<file path="src/rtl/tlb_unit.sv">
// Fully associative joint TLB: TLBWI/TLBWR/TLBP/TLBR plus one fetch and one data translation per cycle.
// Optional ITLB_MICRO_EN places a one-entry instruction micro-TLB in front of the fetch port.
module tlb_unit #(
    parameter int TLB_LINE_NUM = 16,
    localparam int IDX_W = $clog2(TLB_LINE_NUM)
) (
    input  logic        clk,
    input  logic        rst,
    input  logic        stallM,
    input  logic [3:0]  tlb_typeM,
    input  logic [31:0] entry_hi_W,
    input  logic [31:0] page_mask_W,
    input  logic [31:0] entry_lo0_W,
    input  logic [31:0] entry_lo1_W,
    input  logic [31:0] index_W,
    input  logic [31:0] random_W,
    input  logic [2:0]  k0,
    output logic [31:0] index_in,
    output logic [31:0] entry_hi_in,
    output logic [31:0] page_mask_in,
    output logic [31:0] entry_lo0_in,
    output logic [31:0] entry_lo1_in,
    input  logic [31:0] inst_vaddr,
    output logic [31:0] inst_paddr,
    output logic        inst_refill,
    output logic        inst_invalid,
    output logic        inst_uncached,
    output logic        inst_tlb_stall,
    input  logic [31:0] data_vaddr,
    input  logic        data_wen,
    output logic [31:0] data_paddr,
    output logic        data_refill,
    output logic        data_invalid,
    output logic        data_modified,
    output logic        data_uncached
);
    typedef struct packed {
        logic [18:0] vpn2;
        logic [7:0]  asid;
        logic [11:0] mask;
        logic        g;
        logic [19:0] pfn0;
        logic [2:0]  c0;
        logic        d0;
        logic        v0;
        logic [19:0] pfn1;
        logic [2:0]  c1;
        logic        d1;
        logic        v1;
    } tlb_entry_t;

    typedef struct packed {
        logic [31:0] paddr;
        logic [2:0]  c;
        logic        d;
        logic        v;
    } xlt_t;

    typedef struct packed {
        logic [31:0] paddr;
        logic        refill;
        logic        invalid;
        logic        modified;
        logic        uncached;
    } port_t;

    function automatic logic entry_match(input logic [18:0] vpn2, input logic [11:0] mask,
                                         input logic g, input logic [7:0] asid,
                                         input logic [18:0] va_vpn2, input logic [7:0] cur_asid);
        return (((vpn2 ^ va_vpn2) & ~{7'b0, mask}) == 19'b0) && (g || (asid == cur_asid));
    endfunction

    // Lowest matching index wins.
    function automatic logic [IDX_W:0] first_hit(input logic [TLB_LINE_NUM-1:0] m);
        logic [IDX_W:0] r;
        r = '0;
        for (int i = TLB_LINE_NUM - 1; i >= 0; i--) begin
            if (m[i]) r = {1'b1, IDX_W'(i)};
        end
        return r;
    endfunction

    // Page size is 4K << popcount(mask); the bit just above the page offset selects even/odd.
    function automatic xlt_t xlate(input logic [31:0] va, input logic [11:0] mask,
                                   input logic [19:0] pfn0, input logic [2:0] c0, input logic d0, input logic v0,
                                   input logic [19:0] pfn1, input logic [2:0] c1, input logic d1, input logic v1);
        xlt_t r;
        logic [4:0]  sel_bit;
        logic [31:0] off_mask;
        sel_bit  = 5'd12 + 5'($countones(mask));
        off_mask = (32'd1 << sel_bit) - 32'd1;
        if (va[sel_bit]) r = '{paddr: {pfn1, 12'b0}, c: c1, d: d1, v: v1};
        else             r = '{paddr: {pfn0, 12'b0}, c: c0, d: d0, v: v0};
        r.paddr = (r.paddr & ~off_mask) | (va & off_mask);
        return r;
    endfunction

    function automatic port_t map_port(input logic [31:0] va, input logic wen, input logic hit,
                                       input xlt_t t, input logic [2:0] k0v);
        port_t r;
        r = '0;
        if (va[31:30] == 2'b10) begin
            r.paddr    = {3'b0, va[28:0]};
            r.uncached = va[29] | (k0v != 3'd3);
        end else begin
            r.refill   = ~hit;
            r.invalid  = hit & ~t.v;
            r.modified = hit & t.v & ~t.d & wen;
            r.uncached = ~hit | (t.c != 3'd3);
            r.paddr    = (r.refill | r.invalid | r.modified) ? 32'b0 : t.paddr;
        end
        return r;
    endfunction

    tlb_entry_t entry_reg [TLB_LINE_NUM];

    logic             wr_commit;
    logic [IDX_W-1:0] wr_idx;
    tlb_entry_t       wr_entry;

    assign wr_commit = (tlb_typeM[3] | tlb_typeM[2]) & ~stallM;
    assign wr_idx    = tlb_typeM[3] ? random_W[IDX_W-1:0] : index_W[IDX_W-1:0];
    assign wr_entry  = '{vpn2: entry_hi_W[31:13], asid: entry_hi_W[7:0], mask: page_mask_W[24:13],
                         g: entry_lo0_W[0] & entry_lo1_W[0],
                         pfn0: entry_lo0_W[25:6], c0: entry_lo0_W[5:3], d0: entry_lo0_W[2], v0: entry_lo0_W[1],
                         pfn1: entry_lo1_W[25:6], c1: entry_lo1_W[5:3], d1: entry_lo1_W[2], v1: entry_lo1_W[1]};

    always_ff @(posedge clk) begin
        if (rst) begin
            for (int i = 0; i < TLB_LINE_NUM; i++) entry_reg[i] <= '0;
        end else if (wr_commit) begin
            entry_reg[wr_idx] <= wr_entry;
        end
    end

    logic [TLB_LINE_NUM-1:0] match_inst, match_data, match_probe;

    for (genvar gi = 0; gi < TLB_LINE_NUM; gi++) begin : g_match
        assign match_inst[gi]  = entry_match(entry_reg[gi].vpn2, entry_reg[gi].mask, entry_reg[gi].g,
                                             entry_reg[gi].asid, inst_vaddr[31:13], entry_hi_W[7:0]);
        assign match_data[gi]  = entry_match(entry_reg[gi].vpn2, entry_reg[gi].mask, entry_reg[gi].g,
                                             entry_reg[gi].asid, data_vaddr[31:13], entry_hi_W[7:0]);
        assign match_probe[gi] = entry_match(entry_reg[gi].vpn2, entry_reg[gi].mask, entry_reg[gi].g,
                                             entry_reg[gi].asid, entry_hi_W[31:13], entry_hi_W[7:0]);
    end

    logic [IDX_W:0] inst_sel, data_sel, probe_sel;
    tlb_entry_t     inst_ent, data_ent, rd_ent;
    xlt_t           inst_xlt, data_xlt;
    port_t          inst_main, data_res;

    assign inst_sel  = first_hit(match_inst);
    assign data_sel  = first_hit(match_data);
    assign probe_sel = first_hit(match_probe);
    assign inst_ent  = entry_reg[inst_sel[IDX_W-1:0]];
    assign data_ent  = entry_reg[data_sel[IDX_W-1:0]];
    assign rd_ent    = entry_reg[index_W[IDX_W-1:0]];

    assign inst_xlt  = xlate(inst_vaddr, inst_ent.mask, inst_ent.pfn0, inst_ent.c0, inst_ent.d0, inst_ent.v0,
                             inst_ent.pfn1, inst_ent.c1, inst_ent.d1, inst_ent.v1);
    assign data_xlt  = xlate(data_vaddr, data_ent.mask, data_ent.pfn0, data_ent.c0, data_ent.d0, data_ent.v0,
                             data_ent.pfn1, data_ent.c1, data_ent.d1, data_ent.v1);
    assign inst_main = map_port(inst_vaddr, 1'b0, inst_sel[IDX_W], inst_xlt, k0);
    assign data_res  = map_port(data_vaddr, data_wen, data_sel[IDX_W], data_xlt, k0);

    assign data_paddr    = data_res.paddr;
    assign data_refill   = data_res.refill;
    assign data_invalid  = data_res.invalid;
    assign data_modified = data_res.modified;
    assign data_uncached = data_res.uncached;

    assign index_in     = probe_sel[IDX_W] ? 32'(probe_sel[IDX_W-1:0]) : 32'h8000_0000;
    assign entry_hi_in  = {rd_ent.vpn2, 5'b0, rd_ent.asid};
    assign page_mask_in = {7'b0, rd_ent.mask, 13'b0};
    assign entry_lo0_in = {6'b0, rd_ent.pfn0, rd_ent.c0, rd_ent.d0, rd_ent.v0, rd_ent.g};
    assign entry_lo1_in = {6'b0, rd_ent.pfn1, rd_ent.c1, rd_ent.d1, rd_ent.v1, rd_ent.g};

`ifdef ITLB_MICRO_EN
    typedef enum logic {UT_LOOKUP, UT_EXC} ut_state_t;

    ut_state_t   ut_state_reg, ut_state_next;
    logic        utlb_valid_reg, utlb_valid_next;
    logic [19:0] utlb_vpn_reg, utlb_vpn_next;
    logic [7:0]  utlb_asid_reg, utlb_asid_next;
    logic [19:0] utlb_pfn_reg, utlb_pfn_next;
    logic        utlb_unc_reg, utlb_unc_next;
    logic        exc_refill_reg, exc_refill_next;
    logic        exc_invalid_reg, exc_invalid_next;
    logic        exc_unc_reg, exc_unc_next;
    logic        utlb_hit;

    assign utlb_hit = utlb_valid_reg && (utlb_vpn_reg == inst_vaddr[31:12])
                      && (utlb_asid_reg == entry_hi_W[7:0]);

    always_ff @(posedge clk) begin
        if (rst) begin
            ut_state_reg    <= UT_LOOKUP;
            utlb_valid_reg  <= 1'b0;
            utlb_vpn_reg    <= '0;
            utlb_asid_reg   <= '0;
            utlb_pfn_reg    <= '0;
            utlb_unc_reg    <= 1'b0;
            exc_refill_reg  <= 1'b0;
            exc_invalid_reg <= 1'b0;
            exc_unc_reg     <= 1'b0;
        end else begin
            ut_state_reg    <= ut_state_next;
            utlb_valid_reg  <= utlb_valid_next;
            utlb_vpn_reg    <= utlb_vpn_next;
            utlb_asid_reg   <= utlb_asid_next;
            utlb_pfn_reg    <= utlb_pfn_next;
            utlb_unc_reg    <= utlb_unc_next;
            exc_refill_reg  <= exc_refill_next;
            exc_invalid_reg <= exc_invalid_next;
            exc_unc_reg     <= exc_unc_next;
        end
    end

    always_comb begin
        ut_state_next    = ut_state_reg;
        utlb_valid_next  = utlb_valid_reg;
        utlb_vpn_next    = utlb_vpn_reg;
        utlb_asid_next   = utlb_asid_reg;
        utlb_pfn_next    = utlb_pfn_reg;
        utlb_unc_next    = utlb_unc_reg;
        exc_refill_next  = exc_refill_reg;
        exc_invalid_next = exc_invalid_reg;
        exc_unc_next     = exc_unc_reg;
        inst_paddr       = 32'b0;
        inst_refill      = 1'b0;
        inst_invalid     = 1'b0;
        inst_uncached    = 1'b0;
        inst_tlb_stall   = 1'b0;
        if (ut_state_reg == UT_EXC) begin
            // Report the exception captured on the preceding miss cycle.
            inst_refill   = exc_refill_reg;
            inst_invalid  = exc_invalid_reg;
            inst_uncached = exc_unc_reg;
            ut_state_next = UT_LOOKUP;
        end else if (inst_vaddr[31:30] == 2'b10) begin
            inst_paddr    = inst_main.paddr;
            inst_uncached = inst_main.uncached;
        end else if (utlb_hit) begin
            inst_paddr    = {utlb_pfn_reg, inst_vaddr[11:0]};
            inst_uncached = utlb_unc_reg;
        end else begin
            inst_tlb_stall = 1'b1;
            if (inst_main.refill | inst_main.invalid) begin
                exc_refill_next  = inst_main.refill;
                exc_invalid_next = inst_main.invalid;
                exc_unc_next     = inst_main.uncached;
                ut_state_next    = UT_EXC;
            end else begin
                utlb_valid_next = 1'b1;
                utlb_vpn_next   = inst_vaddr[31:12];
                utlb_asid_next  = entry_hi_W[7:0];
                utlb_pfn_next   = inst_main.paddr[31:12];
                utlb_unc_next   = inst_main.uncached;
            end
        end
        if (wr_commit) utlb_valid_next = 1'b0;
    end

    logic unused_micro;
    assign unused_micro = ^inst_main.paddr[11:0];
`else
    assign inst_paddr     = inst_main.paddr;
    assign inst_refill    = inst_main.refill;
    assign inst_invalid   = inst_main.invalid;
    assign inst_uncached  = inst_main.uncached;
    assign inst_tlb_stall = 1'b0;
`endif

    logic unused_bits;
    assign unused_bits = ^{tlb_typeM[1:0], entry_hi_W[12:8], page_mask_W[31:25], page_mask_W[12:0],
                           entry_lo0_W[31:26], entry_lo1_W[31:26], index_W[31:IDX_W],
                           random_W[31:IDX_W], inst_main.modified};
endmodule

</file>
<file path="config.mk">
export PLATFORM = sky130hd
export DESIGN_NAME = tlb_unit
export DESIGN_NICKNAME = d
export VERILOG_FILES = /design/src/rtl/tlb_unit.sv
export SDC_FILE = /design/constraint.sdc
export NUM_CORES = 2
export LEC_CHECK = 0
export BUFFER_PORTS_ARGS = -buffer_cell sky130_fd_sc_hd__buf_4
export CAP_MARGIN = 20
export CORE_AREA = 2 2 463 465
export CTS_BUF_LIST = sky130_fd_sc_hd__clkbuf_4 sky130_fd_sc_hd__clkbuf_8
export CTS_CLUSTER_DIAMETER = 80
export DETAILED_ROUTE_END_ITERATION = 16
export DIE_AREA = 0 0 465 467
export SKIP_LAST_GASP = 1
export SLEW_MARGIN = 25
export SYNTH_ARGS = -nofsm -noshare
export SYNTH_HDL_FRONTEND = slang
export SYNTH_SLANG_ARGS = --single-unit
</file>
<file path="constraint.sdc">
create_clock -name clk -period 11.5 [get_ports clk]
set_clock_uncertainty 0.2 [all_clocks]
set_input_delay 0.575 -clock clk [delete_from_list [all_inputs] [get_ports clk]]
set_output_delay 0.575 -clock clk [all_outputs]
set_load 0.02 [all_outputs]
</file>
==> metrics.yaml <==
outcome: "finished with violations"
violations: "negative setup slack"
async_flop_share_pct: 0
crit_path_frequent_cell: "buf_12"
synthCells: 8639
powerDensity_nw_per_um2: 176
crit_path_top_delay_cell: "fa_2"
hp-start: "entry_hi_W[13]"
pwr-share-clk_pct: 24.9
p_sw_share_pct: 39.6
fin_ws_ns: -0.219
crit_end: "inst_paddr[28]"
ys_types: 92
grtUsageTotal_pct: 44.2
drv_slew: 0
wl_per_cell_um: 39.6
initial_core_util_pct: 47.0
routed_wl_um: 492000
synth.avg_cell_area_sq_um: 11.5
p_leak_nw: 40.8
place_area_sq_um: 108000
die-width_um: 465
place.port_buffers: 338
synth_top_area_cell: "edfxtp_1"
finalWeightedCongestion: 1.08
drc: 0
p_total_mw: 20.6
final_nets: 9672
cts_sinks: 1440
min_path_type: "input pin to flop"
crit_fanout: 7
critPathLaunch: "entry_reg[5][85]"
grtUsageMet3_pct: 16.9
power.switching_mw: 8.15
largest_reg_flops: 1440
drtPass1Iterations: 8
internal-power_mw: 12.4
pwr-share-seq_pct: 31.4
use_met2_pct: 62.2
preCtsSetupSlack_ns: -0.423
synth_top_area_share_pct: 43.5
clkTransAtPathRegs_ns: 0.06
relSlewSlack_pct: 19.4
clockBufferDepth: 4
ys_warn_count: 0
top_usage_layer: "met2"
die-area_sq_um: 217000
first_global_vias: 79400
antenna_found_initial: 62
ant_nets: 0
period_share_pct: 102
vdd_drop_max_v: 0.000177
synth_edf_count: 1440
vias: 83900
required_ns: 10.73
io_pins: 499
vias_per_cell: 6.77
post-route-cell-area_sq_um: 117000
p_comb_share_pct: 43.6
cts_root_buf: "clkbuf_8"
worstSetupPathType: "flop to output port"
use_met1_pct: 60.1
area_growth_pct: 18.0
finalNonFillerCells: 12400
rows: 169
setup_violations: 32
critPathLaunchType: "flop"
dpl.hpwl_um: 332000
drtIter0Drc: 14900
synth_area_sq_um: 99400
slowest_delay_ns: 0.63
max_freq_mhz: 85.3
grt_max_degree: 132
synth_area_leaders: "edfxtp_1, mux4_2, and2_1"
globalRouteOverflowTotal: 0
cts-htree-levels: 5
drive_gt1_share_pct: 25.5
die_h_um: 467
cts_buffers: 287
nFillCells: 18100
max_slew.worst_pin.slew_ns: 1.21
cts_tree: "done"
hold_viol: 0
yosys_register_bits: 1440
cap_violations: 0
design.core.area_sq_um: 212000
synth-seq-area-share_pct: 43.5
finalCriticalPeriod_ns: 11.72
placed_cells: 11700
crit_arrival_ns: 10.94
cp-end-kind: "output port"
rsz0062_at_grt: "true"
ys.flop_type: "edfxtp_1"
grt_pass1_wl_um: 664000
layout by cell type (no fill, tap or decap), types with 67 or more instances in the layout:
master / Yosys / layout
nand4_1: 83 / 83
clkinv_1: 1 / 67
nor2_1: 180 / 161
a21oi_1: 119 / 104
clkbuf_8: 0 / 292
mux2i_1: 627 / 623
mux4_2: 522 / 522
xnor2_1: 882 / 878
xor2_1: 170 / 168
clkbuf_4: 0 / 70
o22ai_1: 318 / 303
nor4_1: 117 / 92
edfxtp_1: 1440 / 1440
buf_12: 0 / 84
mux2_2: 90 / 88
nand3_1: 243 / 225
and2_1: 1443 / 1441
buf_4: 169 / 951
dlygate4sd3_1: 0 / 112
nand2_1: 736 / 715
buf_6: 30 / 68
o21ai_0: 94 / 80
critical path, delay by kind of cell, from the launching register on:
family	cells	cell delay, ns
AO/OA/AOI/OAI	10	2.12
XOR/XNOR	1	0.18
adder cells (fa/ha/maj)	6	2.97
buffers and inverters	17	2.00
flip-flops	1	0.42
multiplexers	3	0.94
AND/OR/NAND/NOR	6	1.28
cell families after synthesis:
| family | count (synthesis) | synth area share (%) |
|---|---|---|
| AO/OA/AOI/OAI | 991 | 6.91 |
| XOR/XNOR | 1052 | 9.27 |
| adder cells (fa/ha/maj) | 26 | 0.433 |
| buffers and inverters | 903 | 4.47 |
| flip-flops | 1440 | 43.5 |
| multiplexers | 1239 | 19.2 |
| other | 1 | 0.00377 |
| AND/OR/NAND/NOR | 2987 | 16.2 |
worst min path at each step:
| stage | cells after the start | slack (ns) | endpoint |
|---|---|---|---|
| final | 2 | 0.11 | entry_reg[2][71] |
| after global routing | 2 | 0.08 | entry_reg[2][71] |
| after CTS | 2 | 0.01 | entry_reg[2][71] |
| after detailed placement | 2 | 0.76 | entry_reg[1][82] |
| after global placement | 2 | 0.76 | entry_reg[15][17] |
| after floorplan | 1 | 0.57 | entry_reg[0][0] |
power by group through the flow:
stage               Sequential [mW]  Combinational (mW)  Clock, mW
floorplan                      6.41                3.39          0
global placement               6.55                7.57          0
detailed placement             6.56                7.58          0
CTS                            6.45                8.09       5.14
global route                   6.49                9.11       5.36
finish                         6.47                8.98       5.14
synthesized netlist by cell type (15+ instances only):
| library cell | number |
|---|---|
| a211oi_1 | 52 |
| a21oi_1 | 119 |
| a221oi_1 | 27 |
| a222oi_1 | 16 |
| a22oi_1 | 21 |
| a311o_1 | 20 |
| a311oi_1 | 18 |
| a31oi_1 | 53 |
| a32oi_1 | 30 |
| a41o_1 | 15 |
| and2_1 | 1443 |
| and3_1 | 56 |
| buf_1 | 62 |
| buf_2 | 152 |
| buf_4 | 169 |
| buf_6 | 30 |
| clkbuf_1 | 437 |
| edfxtp_1 | 1440 |
| inv_1 | 52 |
| mux2_2 | 90 |
| mux2i_1 | 627 |
| mux4_2 | 522 |
| nand2_1 | 736 |
| nand3_1 | 243 |
| nand3b_1 | 24 |
| nand4_1 | 83 |
| nor2_1 | 180 |
| nor3_1 | 39 |
| nor4_1 | 117 |
| o211ai_1 | 35 |
| o21ai_0 | 94 |
| o22ai_1 | 318 |
| o31ai_1 | 15 |
| or2_2 | 18 |
| xnor2_1 | 882 |
| xor2_1 | 170 |
routing by layer:
layer  vias up  part of all wire (%)
met4        30                   5.3
met3      1236                    16
li1      33300                     -
met5         -                 0.074
met1     42500                    37
met2      6967                    41
repair_timing:
item | CTS | global route
hold buffers | 112 | 0
gates resized for setup | 141 | 252
setup endpoints to repair | 69 | 68
cloned | 4 | 7
pin swaps | 48 | 97
buffers inserted | 54 | 43
endpoints found under the hold margin | 1362 | 0
final cells by class:
class | instances | area [sq um] | area share, %
diodes | 19 | 47.5 | 0.0406
clock buffers | 362 | 4540 | 3.88
clock inverters | 116 | 714 | 0.609
inverters | 53 | 221 | 0.189
multi-input cells | 6361 | 53800 | 45.9
flip-flops and latches | 1440 | 43200 | 36.9
well taps | 2821 | 3530 | 3.01
repair buffers | 1236 | 11200 | 9.52
per-stage QoR:
| stage | hold slack, ns | TNS (ns) | utilization, % |
|---|---|---|---|
| 2_1_floorplan | 0.573 | 0 | - |
| 3_3_place_gp | 0.759 | -12.53 | 50.9 |
| 3_5_place_dp | 0.763 | -8.51 | 51.0 |
| 4_1_cts | 0.0148 | -0.0254 | 54.5 |
| 5_1_grt | 0.0767 | -8.11 | 55.4 |
| 6_report | 0.112 | -2.76 | 55.4 |
Power figures use the tool's default switching activity.
